File: config.mk
export PLATFORM = sky130hd
export DESIGN_NAME = multicycle_ctrl
export DESIGN_NICKNAME = d
export VERILOG_FILES = /design/src/rtl/ctrl_pkg.sv /design/src/rtl/multicycle_ctrl_alu_op_decoder.sv /design/src/rtl/multicycle_ctrl.sv
export SDC_FILE = /design/constraint.sdc
export NUM_CORES = 1
export LEC_CHECK = 0
export ABC_AREA = 1
export CORE_MARGIN = 2
export CORE_UTILIZATION = 30
export CTS_CLUSTER_DIAMETER = 120
export CTS_CLUSTER_SIZE = 30
export DETAILED_ROUTE_END_ITERATION = 8
export PLACE_DENSITY = 0.79
export SYNTH_ARGS = -nofsm -noshare
export SYNTH_HDL_FRONTEND = slang
export SYNTH_SLANG_ARGS = --single-unit
export TNS_END_PERCENT = 10
File: constraint.sdc
create_clock -name clk -period 2.9 [get_ports clk]
set_clock_uncertainty 0.05 [all_clocks]
set_input_delay 0.87 -clock clk [delete_from_list [all_inputs] [get_ports clk]]
set_output_delay 0.87 -clock clk [all_outputs]
set_load 0.02 [all_outputs]
File: src/rtl/ctrl_pkg.sv
// Shared encodings for the RV32I multicycle control FSM.
// The TRAP state exists only when CTRL_TRAP_EN is defined.
package ctrl_pkg;

  typedef enum logic [2:0] {
    START,
    FETCH,
    DECODE,
    EXEC,
    MEM,
    WB
`ifdef CTRL_TRAP_EN
    , TRAP
`endif
  } state_t;

  localparam logic [6:0] OP_R      = 7'b0110011;
  localparam logic [6:0] OP_I      = 7'b0010011;
  localparam logic [6:0] OP_LOAD   = 7'b0000011;
  localparam logic [6:0] OP_STORE  = 7'b0100011;
  localparam logic [6:0] OP_BRANCH = 7'b1100011;
  localparam logic [6:0] OP_JAL    = 7'b1101111;
  localparam logic [6:0] OP_JALR   = 7'b1100111;
  localparam logic [6:0] OP_LUI    = 7'b0110111;
  localparam logic [6:0] OP_AUIPC  = 7'b0010111;

  typedef enum logic [3:0] {
    ADD   = 4'd0,
    SUB   = 4'd1,
    SLL   = 4'd2,
    SLT   = 4'd3,
    SLTU  = 4'd4,
    XOR   = 4'd5,
    SRL   = 4'd6,
    SRA   = 4'd7,
    OR    = 4'd8,
    AND   = 4'd9,
    PASSB = 4'd10
  } alu_t;

  typedef enum logic [3:0] {
    CL_R,
    CL_I,
    CL_LOAD,
    CL_STORE,
    CL_BRANCH,
    CL_JAL,
    CL_JALR,
    CL_LUI,
    CL_AUIPC,
    CL_ILL
  } cls_t;

  localparam logic [1:0] PC_SEL_PC4  = 2'd0;
  localparam logic [1:0] PC_SEL_ALU  = 2'd1;
  localparam logic [1:0] PC_SEL_JALR = 2'd2;

  localparam logic [2:0] IMM_I = 3'd0;
  localparam logic [2:0] IMM_S = 3'd1;
  localparam logic [2:0] IMM_B = 3'd2;
  localparam logic [2:0] IMM_U = 3'd3;
  localparam logic [2:0] IMM_J = 3'd4;

  localparam logic [1:0] WB_ALU  = 2'd0;
  localparam logic [1:0] WB_LOAD = 2'd1;
  localparam logic [1:0] WB_PC4  = 2'd2;

  // Anything outside the nine handled opcodes is treated as illegal.
  function automatic cls_t classify(input logic [6:0] opcode);
    cls_t c;
    case (opcode)
      OP_R:      c = CL_R;
      OP_I:      c = CL_I;
      OP_LOAD:   c = CL_LOAD;
      OP_STORE:  c = CL_STORE;
      OP_BRANCH: c = CL_BRANCH;
      OP_JAL:    c = CL_JAL;
      OP_JALR:   c = CL_JALR;
      OP_LUI:    c = CL_LUI;
      OP_AUIPC:  c = CL_AUIPC;
      default:   c = CL_ILL;
    endcase
    return c;
  endfunction

endpackage

File: src/rtl/multicycle_ctrl_alu_op_decoder.sv
// Combinational map from instruction class, funct3 and funct7[5] to the ALU
// operation code.
module alu_op_decoder
  import ctrl_pkg::*;
(
  input  logic [3:0] cls,
  input  logic [2:0] funct3,
  input  logic       funct7_5,
  output logic [3:0] alu_ctrl
);

  cls_t cls_e;
  alu_t op;

  assign cls_e    = cls_t'(cls);
  assign alu_ctrl = op;

  always_comb begin
    op = ADD;
    case (cls_e)
      CL_R, CL_I: begin
        case (funct3)
          // For I-type, bit 30 belongs to the immediate except on shifts.
          3'b000:  op = (cls_e == CL_R && funct7_5) ? SUB : ADD;
          3'b001:  op = SLL;
          3'b010:  op = SLT;
          3'b011:  op = SLTU;
          3'b100:  op = XOR;
          3'b101:  op = funct7_5 ? SRA : SRL;
          3'b110:  op = OR;
          default: op = AND;
        endcase
      end
      CL_LUI:  op = PASSB;
      default: op = ADD;
    endcase
  end

endmodule

File: src/rtl/multicycle_ctrl.sv
// Multicycle control FSM for an RV32I core: fetch, decode, execute, memory, write-back.
// Optional feature macro CTRL_TRAP_EN: illegal opcodes park the FSM in TRAP.
//
// state  | meaning
// START  | reset state, all outputs 0
// FETCH  | instruction request, IR load on ready
// DECODE | IR valid, classify opcode
// EXEC   | ALU controls driven; branches resolve here
// MEM    | data memory access, waits for ready
// WB     | register write-back and PC update
// TRAP   | illegal opcode seen, held until reset (CTRL_TRAP_EN only)
module multicycle_ctrl
  import ctrl_pkg::*;
(
  input  logic       clk,
  input  logic       i_rst,
  input  logic [6:0] i_opcode,
  input  logic [2:0] i_funct3,
  input  logic [6:0] i_funct7,
  input  logic       i_br_taken,
  input  logic       i_imem_ready,
  input  logic       i_dmem_ready,
  output logic       o_imem_req,
  output logic       o_ir_we,
  output logic       o_dmem_req,
  output logic       o_dmem_we,
  output logic       o_rf_we,
  output logic       o_pc_we,
  output logic [1:0] o_pc_sel,
  output logic       o_alu_src_a,
  output logic       o_alu_src_b,
  output logic [2:0] o_imm_sel,
  output logic [3:0] o_alu_ctrl,
  output logic [1:0] o_wb_sel,
  output logic       o_illegal
);

  state_t     state;
  state_t     state_nxt;
  cls_t       cls;
  logic       drive_alu;
  logic [3:0] alu_op;
  logic       src_a;
  logic       src_b;
  logic [2:0] imm_sel;
  logic       unused_funct7;

  assign cls           = classify(i_opcode);
  assign unused_funct7 = ^{i_funct7[6], i_funct7[4:0]};

  alu_op_decoder u_alu_op_decoder (
    .cls      (cls),
    .funct3   (i_funct3),
    .funct7_5 (i_funct7[5]),
    .alu_ctrl (alu_op)
  );

  always_ff @(posedge clk) begin
    if (!i_rst) begin
      state <= START;
    end else begin
      state <= state_nxt;
    end
  end

  // ALU operand selection is a pure function of the class; it is presented
  // from EXEC through MEM/WB so the datapath result stays stable.
  always_comb begin
    src_a   = 1'b0;
    src_b   = 1'b0;
    imm_sel = IMM_I;
    case (cls)
      CL_I:      begin src_b = 1'b1; imm_sel = IMM_I; end
      CL_LOAD:   begin src_b = 1'b1; imm_sel = IMM_I; end
      CL_STORE:  begin src_b = 1'b1; imm_sel = IMM_S; end
      CL_LUI:    begin src_b = 1'b1; imm_sel = IMM_U; end
      CL_AUIPC:  begin src_a = 1'b1; src_b = 1'b1; imm_sel = IMM_U; end
      CL_BRANCH: begin src_a = 1'b1; src_b = 1'b1; imm_sel = IMM_B; end
      CL_JAL:    begin src_a = 1'b1; src_b = 1'b1; imm_sel = IMM_J; end
      CL_JALR:   begin src_b = 1'b1; imm_sel = IMM_I; end
      default:   ;
    endcase
  end

  assign drive_alu   = (state == EXEC) || (state == MEM) || (state == WB);
  assign o_alu_src_a = drive_alu & src_a;
  assign o_alu_src_b = drive_alu & src_b;
  assign o_imm_sel   = drive_alu ? imm_sel : 3'd0;
  assign o_alu_ctrl  = drive_alu ? alu_op : 4'd0;

  always_comb begin
    state_nxt  = state;
    o_imem_req = 1'b0;
    o_ir_we    = 1'b0;
    o_dmem_req = 1'b0;
    o_dmem_we  = 1'b0;
    o_rf_we    = 1'b0;
    o_pc_we    = 1'b0;
    o_pc_sel   = PC_SEL_PC4;
    o_wb_sel   = WB_ALU;
    case (state)
      START: state_nxt = FETCH;
      FETCH: begin
        o_imem_req = 1'b1;
        if (i_imem_ready) begin
          o_ir_we   = 1'b1;
          state_nxt = DECODE;
        end
      end
      DECODE: begin
        if (cls == CL_ILL) begin
`ifdef CTRL_TRAP_EN
          state_nxt = TRAP;
`else
          state_nxt = WB;
`endif
        end else begin
          state_nxt = EXEC;
        end
      end
      EXEC: begin
        case (cls)
          CL_LOAD, CL_STORE: state_nxt = MEM;
          CL_BRANCH: begin
            o_pc_we   = 1'b1;
            o_pc_sel  = i_br_taken ? PC_SEL_ALU : PC_SEL_PC4;
            state_nxt = FETCH;
          end
          default: state_nxt = WB;
        endcase
      end
      MEM: begin
        o_dmem_req = 1'b1;
        o_dmem_we  = (cls == CL_STORE);
        if (i_dmem_ready) begin
          if (cls == CL_STORE) begin
            o_pc_we   = 1'b1;
            state_nxt = FETCH;
          end else begin
            state_nxt = WB;
          end
        end
      end
      WB: begin
        // Illegal opcodes without trapping retire here as a NOP.
        o_rf_we   = (cls != CL_ILL);
        o_pc_we   = 1'b1;
        state_nxt = FETCH;
        case (cls)
          CL_LOAD: o_wb_sel = WB_LOAD;
          CL_JAL: begin
            o_wb_sel = WB_PC4;
            o_pc_sel = PC_SEL_ALU;
          end
          CL_JALR: begin
            o_wb_sel = WB_PC4;
            o_pc_sel = PC_SEL_JALR;
          end
          default: ;
        endcase
      end
`ifdef CTRL_TRAP_EN
      TRAP: state_nxt = TRAP;
`endif
      default: state_nxt = START;
    endcase
  end

`ifdef CTRL_TRAP_EN
  assign o_illegal = (state == TRAP);
`else
  assign o_illegal = 1'b0;
`endif

endmodule

== After elaboration in Yosys (flattened, before gate mapping) ==
Index checks and enable logic that the tools add are counted.

* Multipliers: 0
* Reductions and logical operators: 14
* Div/mod/pow operators: 0
* Shifts and indexed selects: 0
* $add $sub $neg: 0
* Magnitude comparators: 0
* Equality and inequality tests: 32
* Bitwise operators: 2
* Mux-type cells: 32

{| class="wikitable"
|+ Operator list
! cell !! number
|-
| 4-bit one-hot mux with 9 select lines || 1
|-
| 4-bit one-hot mux with 7 select lines || 1
|-
| 7-bit by 6-bit == test with 1-bit output, second input constant || 3
|-
| 7-bit == test, second input constant || 3
|-
| 4-bit by 3-bit == test with 1-bit output, second input constant || 4
|-
| 3-bit == test, second input constant || 5
|-
| 1-bit 2-to-1 mux || 15
|-
| 3-bit 2-to-1 mux || 5
|-
| 3-bit one-hot mux with 5 select lines || 1
|-
| 7-bit by 5-bit == test with 1-bit output, second input constant || 2
|-
| 3-bit by 2-bit == test with 1-bit output, second input constant || 4
|-
| 2-bit one-hot mux with 2 select lines || 3
|-
| 3-bit one-hot mux with 4 select lines || 1
|-
| 2-bit OR reduction || 5
|-
| 4-bit by 2-bit == test with 1-bit output, second input constant || 2
|-
| 4-bit == test, second input constant || 2
|-
| 4-bit one-hot mux with 2 select lines || 1
|-
| 8-bit OR reduction || 1
|-
| 7-bit by 2-bit == test with 1-bit output, second input constant || 1
|-
| 3-bit by 1-bit == test with 1-bit output, second input constant || 2
|-
| 3-bit zero test || 2
|-
| 3-bit one-hot mux with 2 select lines || 1
|-
| 4-bit by 1-bit == test with 1-bit output, second input constant || 1
|-
| 4-bit zero test || 1
|-
| 10 further kinds || 13
|}

* Latch bits: 0
* RAM bits: 0
* Memories: 0
* Bits in read-only memories: 0
* Logic and storage cells: 81
* Register bits after elaboration: 3
* Input bits: 22

== Longest topological paths before layout ==
* Depth in word-level cells: 8
* Mapped depth: 11
* Mapped depth without buffers: 11

== Hierarchy ==
From an unflattened synthesis, not the netlist that was laid out.

* Cell total of the unflattened synthesis: 151
* Area total of the unflattened synthesis: 755.7 um^2

{| class="wikitable"
|+ Modules (own cells, without submodules)
! module !! cells each !! sequential area each (um^2) !! instances !! area each (um^2)
|-
| multicycle_ctrl || 125 || 60.1 || 1 || 631.9
|-
| alu_op_decoder || 26 || 0.0 || 1 || 123.9
|}

== Worst setup path before layout ==
Ideal clock, no wire load.

* Path kind: input port to output port
* Start: input port i_opcode[1]
* End: output port o_pc_we
* Path buffers: 0
* Arrival time: 2.100 ns
* Stages: 8
* Slack: -0.120 ns
* Data required time: 1.980 ns
* Cells stage by stage: nand2_1 -> inv_1 -> nand2_2 -> inv_1 -> nand3_1 -> nor3_1 -> nand2_1 -> nand3_1

* Word-level cells in the longest chain between the ends: 6
* Elaborated cells between the ends (all ways): 16
* Classes of those cells: eq/ne: 11; mux: 5

{| class="wikitable"
|+ Ends and longest elaborated chain
! item !! RTL line !! text
|-
| from (decl) || multicycle_ctrl.sv:17 || <nowiki>input logic [6:0] i_opcode,</nowiki>
|-
| 7-bit by 5-bit == test with 1-bit output, or another cell as far along || ctrl_pkg.sv:71 || <nowiki>case (opcode)</nowiki>
|-
| 4-bit one-hot mux with 9 select lines (*) || ctrl_pkg.sv:71 ||
|-
| 4-bit by 2-bit == test with 1-bit output || multicycle_ctrl.sv:136 || <nowiki>if (cls == CL_STORE) begin</nowiki>
|-
| 1-bit 2-to-1 mux || multicycle_ctrl.sv:136 ||
|-
| 1-bit 2-to-1 mux || multicycle_ctrl.sv:135 || <nowiki>if (i_dmem_ready) begin</nowiki>
|-
| 1-bit one-hot mux with 3 select lines (*) || multicycle_ctrl.sv:101 || <nowiki>case (state)</nowiki>
|-
| to (decl) || multicycle_ctrl.sv:28 || <nowiki>output logic o_pc_we,</nowiki>
|}

Mark *: on every way between the ends. The rest lies on a longest branch, timed or not.

== Worst setup path after layout ==
* Start: input port i_opcode[3]
* End: output port o_wb_sel[0]

* Word-level cells in the longest chain between the ends: 6
* Elaborated cells between the ends (all ways): 16
* Classes of those cells: eq/ne: 12; mux: 3; reduce/logical: 1

{| class="wikitable"
|+ Ends and longest elaborated chain
! item !! RTL line !! text
|-
| 7-bit by 5-bit == test with 1-bit output, or another cell as far along || ctrl_pkg.sv:71 ||
|-
| 4-bit one-hot mux with 9 select lines (*) || ctrl_pkg.sv:71 ||
|-
| 4-bit by 3-bit == test with 1-bit output || multicycle_ctrl.sv:149 || <nowiki>case (cls)</nowiki>
|-
| 2-bit OR reduction (no line) || - ||
|-
| 2-bit one-hot mux with 2 select lines (*) || multicycle_ctrl.sv:149 ||
|-
| 2-bit 2-to-1 mux (*) || multicycle_ctrl.sv:101 ||
|-
| to (decl) || multicycle_ctrl.sv:34 || <nowiki>output logic [1:0] o_wb_sel,</nowiki>
|}

Marked as above.

==> impl_metrics.sql <==
INSERT INTO impl_metrics (metric_group, metric, value, unit) VALUES
('run_status', 'outcome', 'finished with violations', ''),
('run_status', 'failed_checks', 'negative setup slack', ''),
('critical_path', 'rrSetupSlack', '1.50', 'ns'),
('logic_synthesis', 'netlist.area_leader.share', '19.11', '%'),
('critical_path', 'r2r-start', 'state[0]$_SDFFE_PN0P_', ''),
('min_path', 'worst_hold_path.num_cells', '3', ''),
('clock_network', 'tritoncts', 'done', ''),
('routing', 'drtAntennaViolNets', '0', ''),
('die', 'floorplan.initialDensity', '32.38', '%'),
('final_layout', 'seq_area', '60.06', 'um2'),
('final_layout', 'largest_registers', 'state: 3 flops', ''),
('min_path', 'timing.hold.worst_endpoint', 'state[0]$_SDFFE_PN0P_', ''),
('global_routing', 'global_route.usage.total', '17.76', '%'),
('power_and_ir_drop', 'power.leakage', '0.7700', 'nW'),
('sta', 'setup_total_negative_slack', '-0.2859', 'ns'),
('critical_path', 'cp_top_family', 'simple AND/OR/NAND/NOR gates', ''),
('placement', 'io_buffers', '34', ''),
('routing', 'drt_drc_violations_left', '0', ''),
('global_routing', 'grt_pass1_wl', '3684', 'um'),
('final_layout', 'area_occupied_by_multi_input_gates', '685.7', 'um2'),
('logic_synthesis', 'number_of_nets_in_the_synthesized_netlist', '156', ''),
('sta', 'timing.final.ws_setup', '-0.08205', 'ns'),
('routing', 'first_iter_violations', '40', ''),
('logic_synthesis', 'syn-instance-count', '134', ''),
('sta', 'timing.final.crit_period', '2.982', 'ns'),
('sta', 'period_utilisation_layout', '102.8', '%'),
('logic_synthesis', 'yosys_register_bits', '3', ''),
('critical_path', 'timing.critical_path.from_type', 'input port', ''),
('final_layout', 'largest_register', 'state', ''),
('min_path', 'worstHoldPathType', 'flop to flop', ''),
('critical_path', 'worst_ep_arrival_time', '2.06', 'ns'),
('global_routing', 'antenna_violations_before_repair', '0', ''),
('placement', 'hpwl_after_detailed_placement', '1746', 'um'),
('die', 'design.die.area', '2548', 'um2'),
('sta', 'tightestPinTransition', '0.5021', 'ns'),
('global_routing', 'grt_max_degree', '8', ''),
('critical_path', 'critical_path.cell_chain', 'buf_6 -> inv_2 -> nand2_2 -> nor2_4 -> nand2_2 -> nand2_2 -> nor2_4 -> nand2_2 -> inv_2 -> nor2_4 -> nand3_2 -> nor2_2 -> buf_6', ''),
('final_layout', 'largest_register_ff_count', '3', ''),
('global_routing', 'grt_overflow', '0', ''),
('sta', 'hold_viol', '0', ''),
('logic_synthesis', 'yosysUniqueCellTypes', '18', ''),
('clock_network', 'total_clock_buffers_created_by_cts', '3', ''),
('final_layout', 'num-nets-final', '219', ''),
('flow_run', 'cap_viol_max_count', '0', ''),
('critical_path', 'setup.worst_path.class', 'input port to output port', ''),
('logic_synthesis', 'yosysSeqAreaShare', '9.266', '%'),
('sta', 'setup_viol', '6', ''),
('critical_path', 'r2r.worst_path.cells', '7', ''),
('critical_path', 'reg_to_reg_end', 'state[2]$_SDFFE_PN0P_', ''),
('global_routing', 'via_count_of_the_first_global_routing_pass', '955', ''),
('logic_synthesis', 'synth-async-reset-ratio', '0', '%'),
('routing', 'drt_pre_antenna_iters', '4', ''),
('sta', 'slew_viol_final', '0', ''),
('die', 'floorplan.die.width', '50.48', 'um'),
('clock_network', 'clk_pin_slew_worst_paths', '0.04', 'ns'),
('placement', 'dp_worst_setup_slack', '-0.9392', 'ns'),
('logic_synthesis', 'syn_avg_cell_area', '4.837', 'um2'),
('critical_path', 'worstSetupEndpointType', 'output port', ''),
('logic_synthesis', 'synthDominantAreaCellType', 'sky130_fd_sc_hd__nand2_1', ''),
('clock_network', 'cts.path.max_buffers', '2', ''),
('die', 'placement_rows', '16', ''),
('critical_path', 'path_depth', '13', ''),
('final_layout', 'antennaDiodeCount', '0', ''),
('final_layout', 'layout.filler_cells', '141', ''),
('logic_synthesis', 'synth_top_cells_by_area', 'sky130_fd_sc_hd__nand2_1, sky130_fd_sc_hd__nor2_1, sky130_fd_sc_hd__inv_1, sky130_fd_sc_hd__nand3_1, sky130_fd_sc_hd__dfxtp_1', ''),
('sta', 'timing.slew.headroom', '66.53', '%'),
('clock_network', 'cts.htree.levels', '1', ''),
('logic_synthesis', 'yosys_most_used_dff', 'sky130_fd_sc_hd__dfxtp_1', ''),
('routing', 'num_vias', '1098', ''),
('critical_path', 'cp_data_required_time', '1.98', 'ns'),
('die', 'die_height', '50.48', 'um');
## per-layer routing
layer / track usage (%) / wire [um] / up-vias / part of all wire, %
met5: 0 / 0 / - / 0
met4: 6.306 / 40 / 0 / 1.4
met3: 2.381 / 126 / 4 / 4.5
li1: - / - / 550 / -
met2: 30.26 / 1554 / 39 / 55
met1: 22.74 / 1082 / 505 / 39
## how the worst max path moves through the flow
stage,from,slack (ns),end
floorplan,i_opcode[1],-0.08,o_alu_ctrl[2]
global placement,i_opcode[1],-0.88,o_alu_ctrl[3]
detailed placement,i_opcode[4],-0.94,o_pc_sel[1]
CTS,i_opcode[0],-0.19,o_alu_src_b
global route,i_opcode[3],-0.16,o_wb_sel[0]
finish,i_opcode[3],-0.08,o_wb_sel[0]
## tightest hold or removal path: stages (launching register included)
cell	delay, ns
sky130_fd_sc_hd__dfxtp_1	0.34
sky130_fd_sc_hd__nor3_1	0.09
sky130_fd_sc_hd__nand2_1	0.10
sky130_fd_sc_hd__a21oi_1	0.07
## area by class of cell
type,instances,share of cell area (%)
inverter,23,6.690
clock buffer,4,1.825
sequential,3,4.170
timing repair buffer,59,37.36
multi-input combinational,107,47.61
tap,27,2.346
## what timing repair did
action | CTS | global route
gates resized for setup | 115 | 80
setup endpoints to repair | 17 | 17
pin swaps | 13 | 24
hold endpoints to repair | 0 | 0
hold buffers | 0 | 0
setup buffers | 2 | 2
## Yosys cell counts (2+ instances only)
library cell              number
sky130_fd_sc_hd__nand2_1      33
sky130_fd_sc_hd__nor3_1        5
sky130_fd_sc_hd__inv_1        20
sky130_fd_sc_hd__nor4_1        3
sky130_fd_sc_hd__nand3_1      14
sky130_fd_sc_hd__nor2_1       26
sky130_fd_sc_hd__o21ai_0       6
sky130_fd_sc_hd__dfxtp_1       3
sky130_fd_sc_hd__nand2_2       3
sky130_fd_sc_hd__a21oi_1      10
sky130_fd_sc_hd__inv_2         3
sky130_fd_sc_hd__nor2_4        2
## cells by family after synthesis
family | after synthesis | synth area share, %
other | 1 | 0.5786
buffers and inverters | 24 | 14.48
and+or+nand+nor | 90 | 63.32
DFF | 3 | 9.267
AOI/OAI and AO/OA | 16 | 12.36
## cell usage in the layout, fill, tap and decap left out, drive strengths merged
cell	n
buf	46
nand2	37
nor2	29
inv	22
nand3	14
a21oi	10
clkdlybuf4s50	6
o21ai	6
nor3	6
clkbuf	5
dlymetal6s2s	4
dfxtp	3
nor4	3
clkdlybuf4s15	2
clkinv	1
or2	1
conb	1
## metrics by stage
step	instance area (um2)	util [%]	std cells	total power, mW	hold WS [ns]
after floorplan	653.1	-	134	0.2273	0.6104
after global placement	1177	58.81	215	0.3214	0.5767
after detailed placement	1177	58.81	215	0.3267	0.5987
after CTS	1239	61.88	221	0.4089	0.6042
after global routing	1440	71.94	223	0.4733	0.6720
final	1440	71.94	223	0.4352	0.6042
## power breakdown
part	switching (mW)	internal, mW	leakage, nW
clock network	0.0230	0.0517	0.0150
registers	0.0232	0.0580	0.0247
logic	0.166	0.113	0.730
total	0.212	0.223	0.770
Power figures use the tool's default switching activity.
